## config.mk

```make
export PLATFORM = sky130hd
export DESIGN_NAME = pipeline_stall_ctrl_flat
export DESIGN_NICKNAME = d
export VERILOG_FILES = /design/src/rtl/pipeline_stall_ctrl_if.sv /design/src/rtl/pipeline_stall_ctrl.sv /design/src/flat_wrapper.sv
export SDC_FILE = /design/constraint.sdc
export NUM_CORES = 1
export LEC_CHECK = 0
export ABC_AREA = 1
export BUFFER_PORTS_ARGS = -buffer_cell sky130_fd_sc_hd__buf_4
export CAP_MARGIN = 15
export CORE_MARGIN = 2
export CORE_UTILIZATION = 61
export CTS_BUF_LIST = sky130_fd_sc_hd__clkbuf_4 sky130_fd_sc_hd__clkbuf_8
export DETAILED_ROUTE_END_ITERATION = 10
export PLACE_DENSITY = 0.92
export SETUP_SLACK_MARGIN = 0.4
export SLEW_MARGIN = 20
export SYNTH_ARGS = -nofsm -noshare
export SYNTH_HDL_FRONTEND = slang
export SYNTH_SLANG_ARGS = --single-unit
```

## constraint.sdc

```tcl
create_clock -name clk -period 5.4 [get_ports clk]
set_input_delay 0.54 -clock clk [delete_from_list [all_inputs] [get_ports clk]]
set_output_delay 0.54 -clock clk [all_outputs]
set_load 0.03 [all_outputs]
```

## src/rtl/pipeline_stall_ctrl_if.sv

```systemverilog
// Handshake bundle between the ID/EXE/MEM hazard sources and the stall controller.
// The master drives the requests and the slave returns the stall/flush/redirect controls.
interface pipeline_stall_ctrl_if #(
    parameter int PC_W  = 32,
    parameter int CNT_W = 32
);
    logic              stcl_lw;
    logic              stcl_jmp;
    logic              div_busy;
    logic              if_stall;
    logic              mem_stall;
    logic              exc_flush;
    logic [PC_W-1:0]   exc_pc;
    logic              cnt_clr;
    logic [4:0]        stall;
    logic [4:0]        flush;
    logic              redirect_valid;
    logic [PC_W-1:0]   redirect_pc;
    logic              div_cancel;
    logic [CNT_W-1:0]  stall_cnt;

    modport master (
        output stcl_lw, stcl_jmp, div_busy, if_stall, mem_stall,
               exc_flush, exc_pc, cnt_clr,
        input  stall, flush, redirect_valid, redirect_pc, div_cancel, stall_cnt
    );

    modport slave (
        input  stcl_lw, stcl_jmp, div_busy, if_stall, mem_stall,
               exc_flush, exc_pc, cnt_clr,
        output stall, flush, redirect_valid, redirect_pc, div_cancel, stall_cnt
    );
endinterface

```

## src/rtl/pipeline_stall_ctrl.sv

```systemverilog
// Stall/flush generation for the 5-stage pipeline, exception redirect sequencing
// that waits out an outstanding AXI fetch, and a saturating stall-cycle counter.
//
// state    | meaning
// ---------+------------------------------------------------------------
// RUN      | normal operation, exception redirects issued next cycle
// WAIT_IF  | exception taken while a fetch is outstanding, holding PC
// REDIRECT | redirect pulse out, discarding the fetch that just returned
module pipeline_stall_ctrl #(
    parameter int CNT_W = 32,
    parameter int PC_W  = 32
) (
    input  logic                   clk,
    input  logic                   rst,
    pipeline_stall_ctrl_if.slave   bus
);

    typedef enum logic [1:0] {
        RUN      = 2'd0,
        WAIT_IF  = 2'd1,
        REDIRECT = 2'd2
    } state_e;

    state_e             state_q, state_d;
    logic [PC_W-1:0]    pending_q, pending_d;
    logic               redirect_valid_q, redirect_valid_d;
    logic [PC_W-1:0]    redirect_pc_q, redirect_pc_d;
    logic [CNT_W-1:0]   stall_cnt_q, stall_cnt_d;

    logic [4:0]         stall_norm, flush_norm;
    logic [4:0]         stall_c, flush_c;
    logic               div_cancel_c;

    always_ff @(posedge clk or posedge rst) begin
        if (rst) begin
            state_q          <= RUN;
            pending_q        <= '0;
            redirect_valid_q <= 1'b0;
            redirect_pc_q    <= '0;
            stall_cnt_q      <= '0;
        end else begin
            state_q          <= state_d;
            pending_q        <= pending_d;
            redirect_valid_q <= redirect_valid_d;
            redirect_pc_q    <= redirect_pc_d;
            stall_cnt_q      <= stall_cnt_d;
        end
    end

    always_comb begin
        state_d          = state_q;
        pending_d        = pending_q;
        redirect_valid_d = 1'b0;
        redirect_pc_d    = redirect_pc_q;
        case (state_q)
            WAIT_IF: begin
                if (bus.exc_flush) pending_d = bus.exc_pc;
                if (!bus.if_stall) begin
                    state_d          = REDIRECT;
                    redirect_valid_d = 1'b1;
                    redirect_pc_d    = pending_d;
                end
            end
            default: begin
                state_d = RUN;
                if (bus.exc_flush && bus.if_stall) begin
                    pending_d = bus.exc_pc;
                    state_d   = WAIT_IF;
                end else if (bus.exc_flush) begin
                    redirect_valid_d = 1'b1;
                    redirect_pc_d    = bus.exc_pc;
                end
            end
        endcase
    end

    // Deepest requesting stage wins: hold it and everything upstream, bubble the next one.
    always_comb begin
        stall_norm = 5'b00000;
        flush_norm = 5'b00000;
        if (bus.mem_stall) begin
            stall_norm = 5'b01111;
            flush_norm = 5'b10000;
        end else if (bus.div_busy) begin
            stall_norm = 5'b00111;
            flush_norm = 5'b01000;
        end else if (bus.stcl_lw || bus.stcl_jmp) begin
            stall_norm = 5'b00011;
            flush_norm = 5'b00100;
        end else if (bus.if_stall) begin
            stall_norm = 5'b00001;
            flush_norm = 5'b00010;
        end
    end

    always_comb begin
        stall_c      = 5'b00000;
        flush_c      = 5'b00000;
        div_cancel_c = 1'b0;
        if (rst) begin
            stall_c      = 5'b00000;
        end else if (bus.exc_flush) begin
            stall_c      = {4'b0000, bus.if_stall};
            flush_c      = 5'b11110;
            div_cancel_c = 1'b1;
        end else begin
            stall_c = stall_norm;
            flush_c = flush_norm;
            if (state_q == WAIT_IF) begin
                stall_c[0] = 1'b1;
                stall_c[1] = 1'b0;
                flush_c[1] = 1'b1;
            end else if (state_q == REDIRECT) begin
                stall_c[1] = 1'b0;
                flush_c[1] = 1'b1;
            end
        end
    end

    always_comb begin
        stall_cnt_d = stall_cnt_q;
        if (bus.cnt_clr) begin
            stall_cnt_d = '0;
        end else if (stall_c[0] && (stall_cnt_q != {CNT_W{1'b1}})) begin
            stall_cnt_d = stall_cnt_q + CNT_W'(1);
        end
    end

    assign bus.stall          = stall_c;
    assign bus.flush          = flush_c;
    assign bus.div_cancel     = div_cancel_c;
    assign bus.redirect_valid = redirect_valid_q;
    assign bus.redirect_pc    = redirect_pc_q;
    assign bus.stall_cnt      = stall_cnt_q;

endmodule

```

## src/flat_wrapper.sv

```systemverilog
// flat-port wrapper written by rule: the top's interface ports become plain ports
module pipeline_stall_ctrl_flat 
#(
    parameter int CNT_W = 32,
    parameter int PC_W  = 32
)
  (clk, rst, bus_stcl_lw, bus_stcl_jmp, bus_div_busy, bus_if_stall, bus_mem_stall, bus_exc_flush, bus_exc_pc, bus_cnt_clr, bus_stall, bus_flush, bus_redirect_valid, bus_redirect_pc, bus_div_cancel, bus_stall_cnt);
  pipeline_stall_ctrl_if #(.PC_W(PC_W), .CNT_W(CNT_W)) bus_i ();
  input  logic clk;
  input  logic rst;
  input wire logic [$bits(bus_i.stcl_lw)-1:0] bus_stcl_lw;
  input wire logic [$bits(bus_i.stcl_jmp)-1:0] bus_stcl_jmp;
  input wire logic [$bits(bus_i.div_busy)-1:0] bus_div_busy;
  input wire logic [$bits(bus_i.if_stall)-1:0] bus_if_stall;
  input wire logic [$bits(bus_i.mem_stall)-1:0] bus_mem_stall;
  input wire logic [$bits(bus_i.exc_flush)-1:0] bus_exc_flush;
  input wire logic [$bits(bus_i.exc_pc)-1:0] bus_exc_pc;
  input wire logic [$bits(bus_i.cnt_clr)-1:0] bus_cnt_clr;
  output wire logic [$bits(bus_i.stall)-1:0] bus_stall;
  output wire logic [$bits(bus_i.flush)-1:0] bus_flush;
  output wire logic [$bits(bus_i.redirect_valid)-1:0] bus_redirect_valid;
  output wire logic [$bits(bus_i.redirect_pc)-1:0] bus_redirect_pc;
  output wire logic [$bits(bus_i.div_cancel)-1:0] bus_div_cancel;
  output wire logic [$bits(bus_i.stall_cnt)-1:0] bus_stall_cnt;
  assign bus_i.stcl_lw = bus_stcl_lw;
  assign bus_i.stcl_jmp = bus_stcl_jmp;
  assign bus_i.div_busy = bus_div_busy;
  assign bus_i.if_stall = bus_if_stall;
  assign bus_i.mem_stall = bus_mem_stall;
  assign bus_i.exc_flush = bus_exc_flush;
  assign bus_i.exc_pc = bus_exc_pc;
  assign bus_i.cnt_clr = bus_cnt_clr;
  assign bus_stall = bus_i.stall;
  assign bus_flush = bus_i.flush;
  assign bus_redirect_valid = bus_i.redirect_valid;
  assign bus_redirect_pc = bus_i.redirect_pc;
  assign bus_div_cancel = bus_i.div_cancel;
  assign bus_stall_cnt = bus_i.stall_cnt;
  pipeline_stall_ctrl #(.CNT_W(CNT_W), .PC_W(PC_W)) u_core (.clk(clk), .rst(rst), .bus(bus_i));
endmodule
```

Word-level counts from Yosys, hierarchy flattened
Cells that the tools add are included.

storage, ports and cells
  logic and storage cells = 52
  register bits = 99

operators by class
  eq/ne operators = 5
  add/sub/neg operators = 1
  muxes and demuxes = 34
  reduce and logical (&&, ||, !) cells = 7

operator list
  operator               count
  $mux 32                9
  $mux 5                 10
  $add 32x1->32 const B  1
  $ne 32x32->1 const B   1
  $mux 1                 12
  $mux 2                 3
  $reduce_bool 2->1      3
  $ne 2x2->1 const B     2
  $reduce_and 3->1       1
  $eq 2x1->1 const B     1
  $eq 2x2->1 const B     1
  $logic_and 1x1->1      2
  $logic_or 1x1->1       1

Depth between registers and ports, before layout
  depth after elaboration = 11
  depth in mapped cells = 12

Worst setup path after synthesis
OpenSTA, ideal clock, no wires.

  path kind = input -> register
  start = input port rst
  end = register u_core.stall_cnt_q[28] (netlist: u_core.bus.stall_cnt[28])
  data required time = 5.281 ns
  setup time = 0.119 ns
  stages = 10
  slack = 2.073 ns
  arrival time = 3.209 ns
  cells stage by stage = buf_2 inv_2 o21ai_0 nor2_2 nand2_2 nand2_4 clkinv_4 buf_6 nand2_1 nand2_1

between the ends
  longest elaborated chain between the ends = 3

ends and longest elaborated chain
  what                         line                        RTL
  from (decl)                  flat_wrapper.sv:10          input logic rst;
  $mux 5                       pipeline_stall_ctrl.sv:100  if (rst) begin
  via bus_stall[0]             flat_wrapper.sv:19          output wire logic [$bits(bus_i.stall)-1:0] bus_stall;
  $logic_and 1x1->1            pipeline_stall_ctrl.sv:124  end else if (stall_c[0] && (stall_cnt_q != {CNT_W{1'b1}})) begin
  $reduce_bool 2->1 (no line)  --
  to (signal assigned)         pipeline_stall_ctrl.sv:46   stall_cnt_q <= stall_cnt_d;
  to (decl)                    pipeline_stall_ctrl.sv:28   logic [CNT_W-1:0] stall_cnt_q, stall_cnt_d;

The timed path passes the listed nets, and every way through them passes these cells.
A chain may end at the register's enable or synchronous reset.

Worst setup path in the final report
  start = input port rst
  end = output port bus_stall[0]

between the ends
  longest elaborated chain between the ends = 1

ends and longest elaborated chain
  what       line
  $mux 5     pipeline_stall_ctrl.sv:100
  to (decl)  flat_wrapper.sv:19

No other way between the ends.

==> key figures <==
Outcome
  • Status: finished, final reports clean

Critical path
  • Critical Path RT: 4.86 ns
  • CP peak stage delay: 0.52 ns
  • CP max-delay cell: clkinv_2
  • CP Launch Point: rst
  • Setup CP Type: in -> out
  • Most used cell, CP: buf_4
  • Startpoint types: primary input
  • Cells along the critical path: buf_4, clkinv_2, o21ai_0, nor2_2, buf_4
  • R2R Path Start: u_core.state_q[0]
  • Worst R2R Setup Slack: 3.22 ns
  • FF-to-FF path depth: 6
  • Delay-heaviest family, CP: buffers and inverters
  • Worst setup EP type: primary output
  • Buf+Inv Stages, Crit Path: 3
  • CP max FO: 48
  • Crit path arrival time: 2.09 ns
  • RR Endpoint: u_core.bus.redirect_pc[16]

STA
  • Final Hold Fails: 0
  • Worst Skew: 0.0151 ns
  • Final Max Tran Viols: 0
  • RSZ-0062 raised after global routing: no
  • Final period util: 48.7%
  • Worst slew margin: 32.3%
  • Final setup TNS: 0 ns
  • Worst slew pin tran: 1.01 ns
  • FMAX: 380 MHz
  • Hold_ws: 0.320 ns
  • Setup-failing EPs final: 0
  • Fin crit period: 2.63 ns

Synth
  • Syn_area_per_cell: 7.80 um2
  • Sequential fraction of the synthesis area: 48.1%
  • Warnings, synthesis: 0
  • Synth area leader: dfrtp_1
  • Post-synth top area share: 48.1%
  • Flops & latches, synth: 99
  • Distinct cells, synth: 30
  • Post-synthesis instance total: 660
  • Most area-consuming cells after synthesis: dfrtp_1, nand2_1, mux2_2, o21ai_0, nor2_1
  • Mapped cell area: 5150 um2

GRT
  • Initial antenna violation count: 0
  • Gr ovfl total: 0
  • Total GRT Usage: 29.3%
  • Largest net degree at the start of global routing: 54
  • First-pass GRT wire length: 20.8 mm
  • Number of global-route vias before repair: 4571

Drt
  • Vias per cell: 5.45
  • WL/cell: 14.9 um
  • 1st-pass router iterations: 5
  • Via count: 4768
  • WL final: 13.0 mm
  • Remaining DRCs: 0
  • Iteration-0 DRC Markers: 241
  • Final ANT Viol Nets: 0

Floorplan
  • Die ar.: 9190 um2
  • Boundary pin count: 117
  • Cell Rows: 33
  • Die width: 95.9 um
  • CORE AREA: 8220 um2
  • Initial Util: 62.7%
  • Die height: 95.9 um

Clock tree
  • Post-CTS sizing: 0
  • Max H-tree Level: 3
  • TritonCTS clock tree: done
  • Clock Tree Buf Depth: 2
  • Clock Latency Late Sink: 0.37 ns
  • Hold bufs inserted after CTS: 0
  • CTS buffer count: 9
  • CTS Sinks: 99
  • Clock slew at reported path FFs: 0.11 ns
  • Postcts setup bufs: 0
  • CTS root buf: clkbuf_8

Layout
  • Most common cell after layout, fill and taps aside: nand2_1
  • Commonest cells after routing, fill and taps aside: nand2_1, buf_4, dfrtp_1, nor2_1, o21ai_0
  • Design area: 6310 um2
  • Final nets: 807
  • Fraction of layout cells with a size suffix above 1: 24.3%
  • Area delta synth->final: 22.5%
  • Ant. Diodes: 0

Placed design
  • HPWL after detailed placement: 9.28 mm
  • # port buffers: 114
  • RePlAce Congestion: 0.950
  • Post-DP Area: 6060 um2

Power and ir drop
  • Flop pwr share: 46.9%
  • Switch Pwr: 0.000588 W
  • Leakage power: 3.14 nW
  • Pwr Density: 293 nW/um2
  • Gate power share: 22.6%
  • Clock power share: 30.5%
  • Peak supply drop: 0.145 mV
  • Int Pwr: 0.00126 W
  • Switching share of total power: 31.9%

Hold path
  • Worst Hold Class: in -> async

Job
  • Max_cap viols: 0
synth_stat cells:
master,number
a21oi_2,1
xor2_1,6
nor2_2,3
nand3_1,25
clkbuf_1,13
nand2_1,223
o21bai_1,1
inv_2,2
a21oi_1,4
clkinv_4,1
xnor2_1,3
conb_1,1
buf_4,2
ha_1,1
o21ai_0,68
mux2_2,32
nand2_4,1
dfrtp_1,99
buf_1,1
o21ai_1,1
buf_2,7
or2_2,6
nor2_4,2
nand3b_1,1
nand4_1,18
inv_1,60
nor2_1,70
buf_6,2
nand2_2,3
nor3_1,3
per-stage QoR:
stage,setup WS (ns),power (W),instances,utilization (%)
CTS,2.67,0.00185,875,76.7
detailed placement,2.32,0.00130,859,73.8
finish,2.77,0.00185,875,76.8
global placement,2.49,0.00128,859,73.8
floorplan,2.07,0.00114,661,-
global route,2.59,0.00192,875,76.8
registers in the layout, indices dropped and copies added (netlist names):
signal                     flops
u_core.bus.redirect_pc        32
u_core.state_q                 2
u_core.pending_q              32
u_core.bus.redirect_valid      1
u_core.bus.stall_cnt          32
worst max path at each step:
stage                                     endpoint  slack, ns  cells after the start
after floorplan           u_core.bus.stall_cnt[28]       2.07                     10
after global placement     u_core.bus.stall_cnt[5]       2.49                      7
final                                 bus_stall[0]       2.77                      5
after CTS                  u_core.bus.stall_cnt[0]       2.67                      7
after detailed placement   u_core.bus.stall_cnt[0]       2.32                      7
after global routing                  bus_stall[0]       2.59                      5
power groups by stage:
| stage | clock network, W | registers [W] | logic, W |
|---|---|---|---|
| after detailed placement | 0 | 0.000881 | 0.000418 |
| after global placement | 0 | 0.000876 | 0.000403 |
| after global routing | 0.000596 | 0.000875 | 0.000452 |
| after CTS | 0.000562 | 0.000867 | 0.000420 |
| final | 0.000563 | 0.000867 | 0.000417 |
| after floorplan | 0 | 0.000971 | 0.000169 |
final cells by class:
class                      count  area, um2
sequential                    99       2480
inverter                      63        243
tap                          105        131
fill                         592       1910
clock inverter                 7        116
multi-input combinational    474       2330
timing repair buffer         118        886
clock buffer                   9        124
cell families after synthesis:
kind of cell | after synthesis | share of synthesized area [%]
adders and majority gates | 1 | 0.243
buffers and inverters | 88 | 7.12
AOI/OAI and AO/OA | 75 | 7.41
DFF | 99 | 48.1
and+or+nand+nor | 355 | 28.5
other | 1 | 0.0728
xor gates and xnor gates | 9 | 1.53
muxes | 32 | 7.00
per-layer routing:
| layer | GRT usage [%] | share of wire (%) | vias up |
|---|---|---|---|
| li1 | - | - | 2303 |
| met2 | 50.3 | 50 | 171 |
| met1 | 38.0 | 43 | 2278 |
| met5 | 0 | 0 | - |
| met4 | 9.76 | 1.3 | 0 |
| met3 | 4.78 | 5.5 | 16 |
(Power assumes the default switching activity.)
